### src/rtl/dmem_arb_pkg.sv
// dmem_arb_pkg: shared types for the data-memory arbiter.
//   state_e : access sequencer states (IDLE -> ISSUE -> RESP)
//   port_t  : requester id (PORT0 = pipeline MEM stage, PORT1 = DMA/debug)
//   cmd_t   : command latched at arbitration {we, addr, wdata, port, oor}
package dmem_arb_pkg;

  localparam int unsigned CMD_ADDR_W = 16;
  localparam int unsigned CMD_DATA_W = 16;

  typedef enum logic [1:0] {
    ST_IDLE  = 2'd0,
    ST_ISSUE = 2'd1,
    ST_RESP  = 2'd2
  } state_e;

  typedef logic port_t;
  localparam port_t PORT0 = 1'b0;
  localparam port_t PORT1 = 1'b1;

  typedef struct packed {
    logic                  we;
    logic [CMD_ADDR_W-1:0] addr;
    logic [CMD_DATA_W-1:0] wdata;
    port_t                 port;
    logic                  oor;
  } cmd_t;

endpackage

### src/rtl/dmem_arb_pick.sv
// dmem_arb_pick: two-way winner selection with a tie-break pointer.
//   clock, reset : clock / synchronous active-high reset
//   i_req0/1     : requests from port 0 / port 1
//   i_update     : a grant is being taken this cycle (advances the pointer)
//   o_win        : winning port (only meaningful when a request is present)
// Build option DMEM_ARB_RR_EN: round-robin tie-break. Without it the pointer
// stays on port 0, giving fixed priority to port 0.
module dmem_arb_pick
  import dmem_arb_pkg::*;
(
  input  logic  clock,
  input  logic  reset,
  input  logic  i_req0,
  input  logic  i_req1,
  input  logic  i_update,
  output port_t o_win
);

  port_t r_ptr;
  port_t w_ptr_next;

  always_comb begin
    if (i_req0 && i_req1) o_win = r_ptr;
    else if (i_req1)      o_win = PORT1;
    else                  o_win = PORT0;
  end

`ifdef DMEM_ARB_RR_EN
  // The port just granted loses the next tie.
  assign w_ptr_next = (o_win == PORT0) ? PORT1 : PORT0;
`else
  assign w_ptr_next = PORT0;
`endif

  always_ff @(posedge clock) begin
    if (reset)         r_ptr <= PORT0;
    else if (i_update) r_ptr <= w_ptr_next;
  end

endmodule

### src/rtl/dmem_arbiter.sv
// dmem_arbiter: shares the single data-memory port between requester 0
// (pipeline MEM stage) and requester 1 (DMA/debug loader).
// Every access runs IDLE -> ISSUE -> RESP (3 cycles).
//   clock, reset          : clock / synchronous active-high reset
//   pN_req/we/addr/wdata  : request from port N (held until pN_gnt)
//   pN_gnt                : one-cycle accept pulse (ISSUE)
//   pN_rvalid, pN_rdata   : read data pulse (RESP) / captured read data
//   pN_err                : out-of-range access pulse (RESP)
//   mem_address/read/write/wdata, mem_rdata : data_memory port
//   busy                  : sequencer not IDLE
// Build option DMEM_ARB_RR_EN selects round-robin tie-break (default: fixed
// priority to port 0).
module dmem_arbiter
  import dmem_arb_pkg::*;
#(
  parameter int unsigned ADDR_W   = 16,
  parameter int unsigned DATA_W   = 16,
  parameter int unsigned MEM_SIZE = 512
) (
  input  logic              clock,
  input  logic              reset,
  input  logic              p0_req,
  input  logic              p0_we,
  input  logic [ADDR_W-1:0] p0_addr,
  input  logic [DATA_W-1:0] p0_wdata,
  output logic              p0_gnt,
  output logic              p0_rvalid,
  output logic [DATA_W-1:0] p0_rdata,
  output logic              p0_err,
  input  logic              p1_req,
  input  logic              p1_we,
  input  logic [ADDR_W-1:0] p1_addr,
  input  logic [DATA_W-1:0] p1_wdata,
  output logic              p1_gnt,
  output logic              p1_rvalid,
  output logic [DATA_W-1:0] p1_rdata,
  output logic              p1_err,
  output logic [ADDR_W-1:0] mem_address,
  output logic              mem_read,
  output logic              mem_write,
  output logic [DATA_W-1:0] mem_wdata,
  input  logic [DATA_W-1:0] mem_rdata,
  output logic              busy
);

  state_e            r_state;
  state_e            w_state_next;
  cmd_t              r_cmd;
  cmd_t              w_cmd_sel;
  logic [DATA_W-1:0] r_rdata0;
  logic [DATA_W-1:0] r_rdata1;
  port_t             w_win;
  logic              w_accept;
  logic [ADDR_W-1:0] w_sel_addr;
  logic              w_capture;

  dmem_arb_pick u_pick (
    .clock    (clock),
    .reset    (reset),
    .i_req0   (p0_req),
    .i_req1   (p1_req),
    .i_update (w_accept),
    .o_win    (w_win)
  );

  assign w_sel_addr = (w_win == PORT1) ? p1_addr : p0_addr;

  always_comb begin
    w_cmd_sel       = '0;
    w_cmd_sel.we    = (w_win == PORT1) ? p1_we : p0_we;
    w_cmd_sel.addr  = CMD_ADDR_W'(w_sel_addr);
    w_cmd_sel.wdata = CMD_DATA_W'((w_win == PORT1) ? p1_wdata : p0_wdata);
    w_cmd_sel.port  = w_win;
    w_cmd_sel.oor   = (w_sel_addr >= ADDR_W'(MEM_SIZE));
  end

  always_comb begin
    w_state_next = r_state;
    w_accept     = 1'b0;
    p0_gnt       = 1'b0;
    p1_gnt       = 1'b0;
    p0_rvalid    = 1'b0;
    p1_rvalid    = 1'b0;
    p0_err       = 1'b0;
    p1_err       = 1'b0;
    mem_read     = 1'b0;
    mem_write    = 1'b0;
    unique case (r_state)
      ST_IDLE: begin
        if (p0_req || p1_req) begin
          w_state_next = ST_ISSUE;
          w_accept     = 1'b1;
        end
      end
      ST_ISSUE: begin
        w_state_next = ST_RESP;
        p0_gnt       = (r_cmd.port == PORT0);
        p1_gnt       = (r_cmd.port == PORT1);
        mem_read     = !r_cmd.oor && !r_cmd.we;
        mem_write    = !r_cmd.oor &&  r_cmd.we;
      end
      ST_RESP: begin
        w_state_next = ST_IDLE;
        p0_rvalid    = (r_cmd.port == PORT0) && !r_cmd.we && !r_cmd.oor;
        p1_rvalid    = (r_cmd.port == PORT1) && !r_cmd.we && !r_cmd.oor;
        p0_err       = (r_cmd.port == PORT0) && r_cmd.oor;
        p1_err       = (r_cmd.port == PORT1) && r_cmd.oor;
      end
      default: w_state_next = ST_IDLE;
    endcase
  end

  // Read data is sampled on the ISSUE->RESP edge, only for in-range reads,
  // so an error response leaves the previous rdata in place.
  assign w_capture = (r_state == ST_ISSUE) && !r_cmd.we && !r_cmd.oor;

  always_ff @(posedge clock) begin
    if (reset) begin
      r_state  <= ST_IDLE;
      r_cmd    <= '0;
      r_rdata0 <= '0;
      r_rdata1 <= '0;
    end else begin
      r_state <= w_state_next;
      if (w_accept) r_cmd <= w_cmd_sel;
      if (w_capture && (r_cmd.port == PORT0)) r_rdata0 <= mem_rdata;
      if (w_capture && (r_cmd.port == PORT1)) r_rdata1 <= mem_rdata;
    end
  end

  assign mem_address = ADDR_W'(r_cmd.addr);
  assign mem_wdata   = DATA_W'(r_cmd.wdata);
  assign p0_rdata    = r_rdata0;
  assign p1_rdata    = r_rdata1;
  assign busy        = (r_state != ST_IDLE);

endmodule

### config.mk
export PLATFORM = sky130hd
export DESIGN_NAME = dmem_arbiter
export DESIGN_NICKNAME = d
export VERILOG_FILES = /design/src/rtl/dmem_arb_pkg.sv /design/src/rtl/dmem_arb_pick.sv /design/src/rtl/dmem_arbiter.sv
export SDC_FILE = /design/constraint.sdc
export NUM_CORES = 1
export LEC_CHECK = 0
export CORE_ASPECT_RATIO = 0.7
export CORE_MARGIN = 1
export CORE_UTILIZATION = 40
export DETAILED_ROUTE_END_ITERATION = 6
export HOLD_SLACK_MARGIN = 0.12
export PLACE_DENSITY = 0.8
export SLEW_MARGIN = 20
export SYNTH_ARGS = -nofsm -noshare
export SYNTH_HDL_FRONTEND = slang
export SYNTH_SLANG_ARGS = --single-unit
export TNS_END_PERCENT = 100
### constraint.sdc
create_clock -name clock -period 2.2 [get_ports clock]
set_clock_uncertainty 0.2 [all_clocks]
set_input_delay 0.55 -clock clock [delete_from_list [all_inputs] [get_ports clock]]
set_output_delay 0.55 -clock clock [all_outputs]
set_load 0.1 [all_outputs]
After elaboration in Yosys (flattened, before gate mapping)
Index checks and enable logic that the tools add are counted.
Widths: inputs -> output; s select.
Storage, ports and cells
  bits in registers: 69
  input port bits: 86
  output and inout bits: 73
  word-level logic and storage cells: 48
Cells by class
  order comparisons: 1
  eq/ne operators: 3
  mux-type cells: 17
  bitwise logic cells: 1
  reduce and logical (&&, ||, !) cells: 18
Operators with widths (number)
  $mux 16: 2
  $ge 16x10->1 const B: 1
  $logic_and 1x1->1: 13
  $mux 1: 13
  $pmux 2 s2: 1
  $eq 2x1->1 const B: 1
  $eq 2x2->1 const B: 1
  $logic_not 1->1: 2
  $logic_not 2->1: 1
  $mux 2: 1
  $ne 2x2->1 const B: 1
  $reduce_bool 2->1: 1
  $logic_or 1x1->1: 1
  $not 1->1: 1

Depth between registers and ports, before layout
  depth in word-level cells: 4
  gate-level depth with buffers: 6

Cells and area by module
From an unflattened synthesis, not the netlist that was laid out.
Second synthesis, totals
  cell total of the unflattened synthesis: 363
  area total of the unflattened synthesis: 3236.9 µm²
By module, submodules not included
  dmem_arbiter: times used 1, cells an instance 362, area an instance 3223.1 µm²
  dmem_arb_pick: times used 1, cells an instance 1, area an instance 13.8 µm²

Worst setup path after synthesis
OpenSTA, ideal clock, no wires.
  path type: register to output
  from: register r_state[1]
  to: output port mem_write
  arrival time: 2.743 ns
  data required time: 1.450 ns
  setup slack: -1.293 ns
  stages on the path, launching flop included: 3
  buffers on the path: 0
  path through: dfxtp_1 > nand2b_1 > nor3b_1
On the way
  word-level cells in the longest chain between the ends: 2
Ends and longest elaborated chain
  start: declaration: line dmem_arbiter.sv:46  | state_e r_state;
  start signal: assignment: line dmem_arbiter.sv:124  | r_state <= w_state_next;
  $eq 2x1->1: line dmem_arbiter.sv:88  | unique case (r_state)
  $mux 1: line dmem_arbiter.sv:88
  end: declaration: line dmem_arbiter.sv:40  | output logic mem_write,
No other way between the ends.

Worst setup path after layout
  from: register r_cmd[0] (netlist bit)
  to: output port mem_read
On the way
  word-level cells in the longest chain between the ends: 3
Ends and longest elaborated chain
  start: declaration: line dmem_arbiter.sv:48  | cmd_t r_cmd;
  start signal: assignment: line dmem_arbiter.sv:125  | if (w_accept) r_cmd <= w_cmd_sel;
  $logic_not 1->1: line dmem_arbiter.sv:99  | mem_read = !r_cmd.oor && !r_cmd.we;
  $logic_and 1x1->1: line dmem_arbiter.sv:99
  $mux 1: line dmem_arbiter.sv:88
  end: declaration: line dmem_arbiter.sv:39  | output logic mem_read,
No other way between the ends.

==> flow_summary.ini <==
[outcome]
outcome = finished clean

[worst_setup_path]
worstSetupPathType = reg2out
timing.critical_path.fanout_max = 6
crit_slowest_cell = nor4b_4
max_stage_delay_ns = 0.43
critPathArrivalTime_ns = 1.37
worstSetupStartpointType = register
crit_path_cell_trace = nor4b_4, buf_12
timing.critical_path.required_ns = 1.45
timing.critical_path.to_type = output port

[global_route]
grt_antenna_before_repair = 0
grt_first_pass_wirelength_um = 14010
first_global_vias = 2903
grt_max_degree = 70
track_usage_pct = 21.68
globalRoute.totalOverflow = 0

[drt]
drc = 0
drt-total-wl_um = 8532
ant_nets = 0
met3_wirelength_um = 664
detailed_routing_wirelength_on_met1_um = 3548
routed_wire_length_per_instance_um = 14.79
post_drt_via_cell_ratio = 4.941
drt_first_pass_iters = 4
routed_vias = 2851
route.met2.wl_um = 4176
drtIter0Drc = 48
top_signal_layer_used = met4

[floorplanning]
placeable_core_region_um2 = 7482
dieWidth_um = 108.3
floorplan.rows = 26
floorplan.io_pins = 159
fp.dieArea_um2 = 8276
floorplan.initialDensity_pct = 42.29
die_height_um = 76.42

[timing]
report.final.setup_viol = 0
achievable-frequency_ghz = 0.4714
relSlewSlack_pct = 69.09
final.min_clock_period_ns = 2.122
unrepaired_setup_endpoints_after_global_routing = no
worstMarginPinSlew_ns = 0.4620
post-route-period-util_pct = 96.43
timing.final.max_slew_violations = 0
fin_tns_setup_ns = 0
final.setup.worst_slack_ns = 0.07849
finalHoldViolCount = 0

[clock_tree]
tritoncts = yes
clock_tree.root_cell = clkbuf_16
ctsLongestPathBuffers = 2
cts-buffers-inserted = 9
clk_pin_slew_worst_paths_ns = 0.05
cts.htree.levels = 3
cts_hold_repair_buffers = 0
worstSkewPairLatency_ns = 0.32
post_cts_resize_count = 0
count_of_clock_tree_sinks = 69
post-cts-setup-buffer-count = 0

[placed_design]
place_inst = 563
pre_cts_slack_ns = -0.01054
placement.io_buffers = 158
dp_hpwl_um = 6568
place_congestion = 0.7755

[logic_synthesis]
count_of_flip_flops_with_a_built_in_enable_after_synthesis = 0
synth.yosys.seq_area_share_pct = 43.65
netlist_instances = 354
avgSynthCellArea_um2 = 8.939
yosys_most_used_dff = dfxtp_1
yosys.area.top_type_share_pct = 43.65
synth.area.top_cells = dfxtp_1, mux2i_1, buf_4
netlist-cell-type-count = 29
synth_largest_area_cell = dfxtp_1
asyncSetResetFlopFracSynth_pct = 0
synth-warning-count = 0
post_synth_instance_area_um2 = 3164
ys_seq_elements = 69
syn_nets = 440

[hold_path]
min_path_type = reg2reg

[cells_and_area]
layout-drive-gt1-share_pct = 34.45
post-route-util_pct = 76.12
diodes_inserted = 0
area_growth_syn_to_layout_pct = 79.99
stdcell_count = 577
layout.nets = 562

[pwr]
vdd_ir_drop_max_mv = 0.4241
cellPowerDensity_nw_per_um2 = 754.9
design_power_total_mw = 4.299
leakagePower_nw = 2.282

[run]
drv_cap = 0
## power breakdown
part	leakage, nW	internal, mW	switching, mW
Combinational	1.58	0.613	0.955
Clock	0.134	0.807	0.475
Sequential	0.567	1.35	0.103
Total	2.28	2.77	1.53
## cells in the mapped netlist, types with 3 or more instances
cell type and n:
nand2_2 3, buf_2 10, and2_1 3, buf_4 35, a21oi_2 20, nor2_1 41, dfxtp_1 69, a211oi_1 33
clkbuf_1 8, inv_1 3, nand2_1 63, a21oi_1 12, mux2i_1 31
## cell usage in the layout, fill, tap and decap left out, types with 9 or more instances in the layout
cell type        synthesis  final
clkdlybuf4s50_1          0     84
buf_12                   2     77
dfxtp_1                 69     68
nor2_1                  41     41
nand2_2                  3     39
a211oi_1                33     33
mux2i_1                 31     31
nand2_1                 63     25
a21oi_2                 20     20
a21oi_1                 12     12
clkbuf_16                0      9
## layer usage
layer  GRT usage (%)  up-vias
li1                -     1419
met4           7.432        0
met3           7.956       11
met5               0        -
met1           24.67     1318
met2           37.13      103
## registers in the layout (all words and copies together) (netlist names)
signal,cells
mem_wdata,16
p0_rdata,16
r_state,2
r_cmd,3
p1_rdata,16
mem_address,16
## metrics by stage
step / hold slack (ns) / area [um^2]
2_1_floorplan: 0.2688 / 3288
3_3_place_gp: 0.2790 / 5429
3_5_place_dp: 0.2835 / 5429
4_1_cts: 0.2911 / 5695
5_1_grt: 0.3109 / 5695
6_report: 0.2901 / 5695
## worst paths after layout
kind | startpoint | end | slack (ns) | depth (start not counted)
hold / removal | p1_rdata[11] | p1_rdata[11] | 0.29 | 2
setup / recovery | r_cmd[0] | mem_read | 0.08 | 2
hold reg to reg | p1_rdata[11] | p1_rdata[11] | 0.29 | 2
setup reg to reg | r_cmd[0] | p0_rdata[0] | 0.37 | 4
## kinds of logic (layout without fill, tap and decap cells)
kind of cell	after synthesis	count (layout)	synth area share, %
AOI/OAI and AO/OA	70	70	16.45
buffers and inverters	60	185	13.17
DFF	69	69	43.65
muxes	31	31	9.806
and+or+nand+nor	124	124	16.92
## critical path, delay by kind of cell (launching register included)
kind / cells / cell delay, ns
AND/OR/NAND/NOR: 1 / 0.43
flip-flops: 1 / 0.38
buffers and inverters: 1 / 0.24
## area by class of cell
class | count | area [um^2]
Clock buffer | 12 | 256.5
Sequential cell | 69 | 1383
Multi-Input combinational cell | 225 | 1480
Fill cell | 489 | 1787
Timing Repair Buffer | 168 | 2432
Tap cell | 98 | 122.6
Clock inverter | 2 | 10.01
Inverter | 3 | 11.26
(Power assumes the default switching activity.)
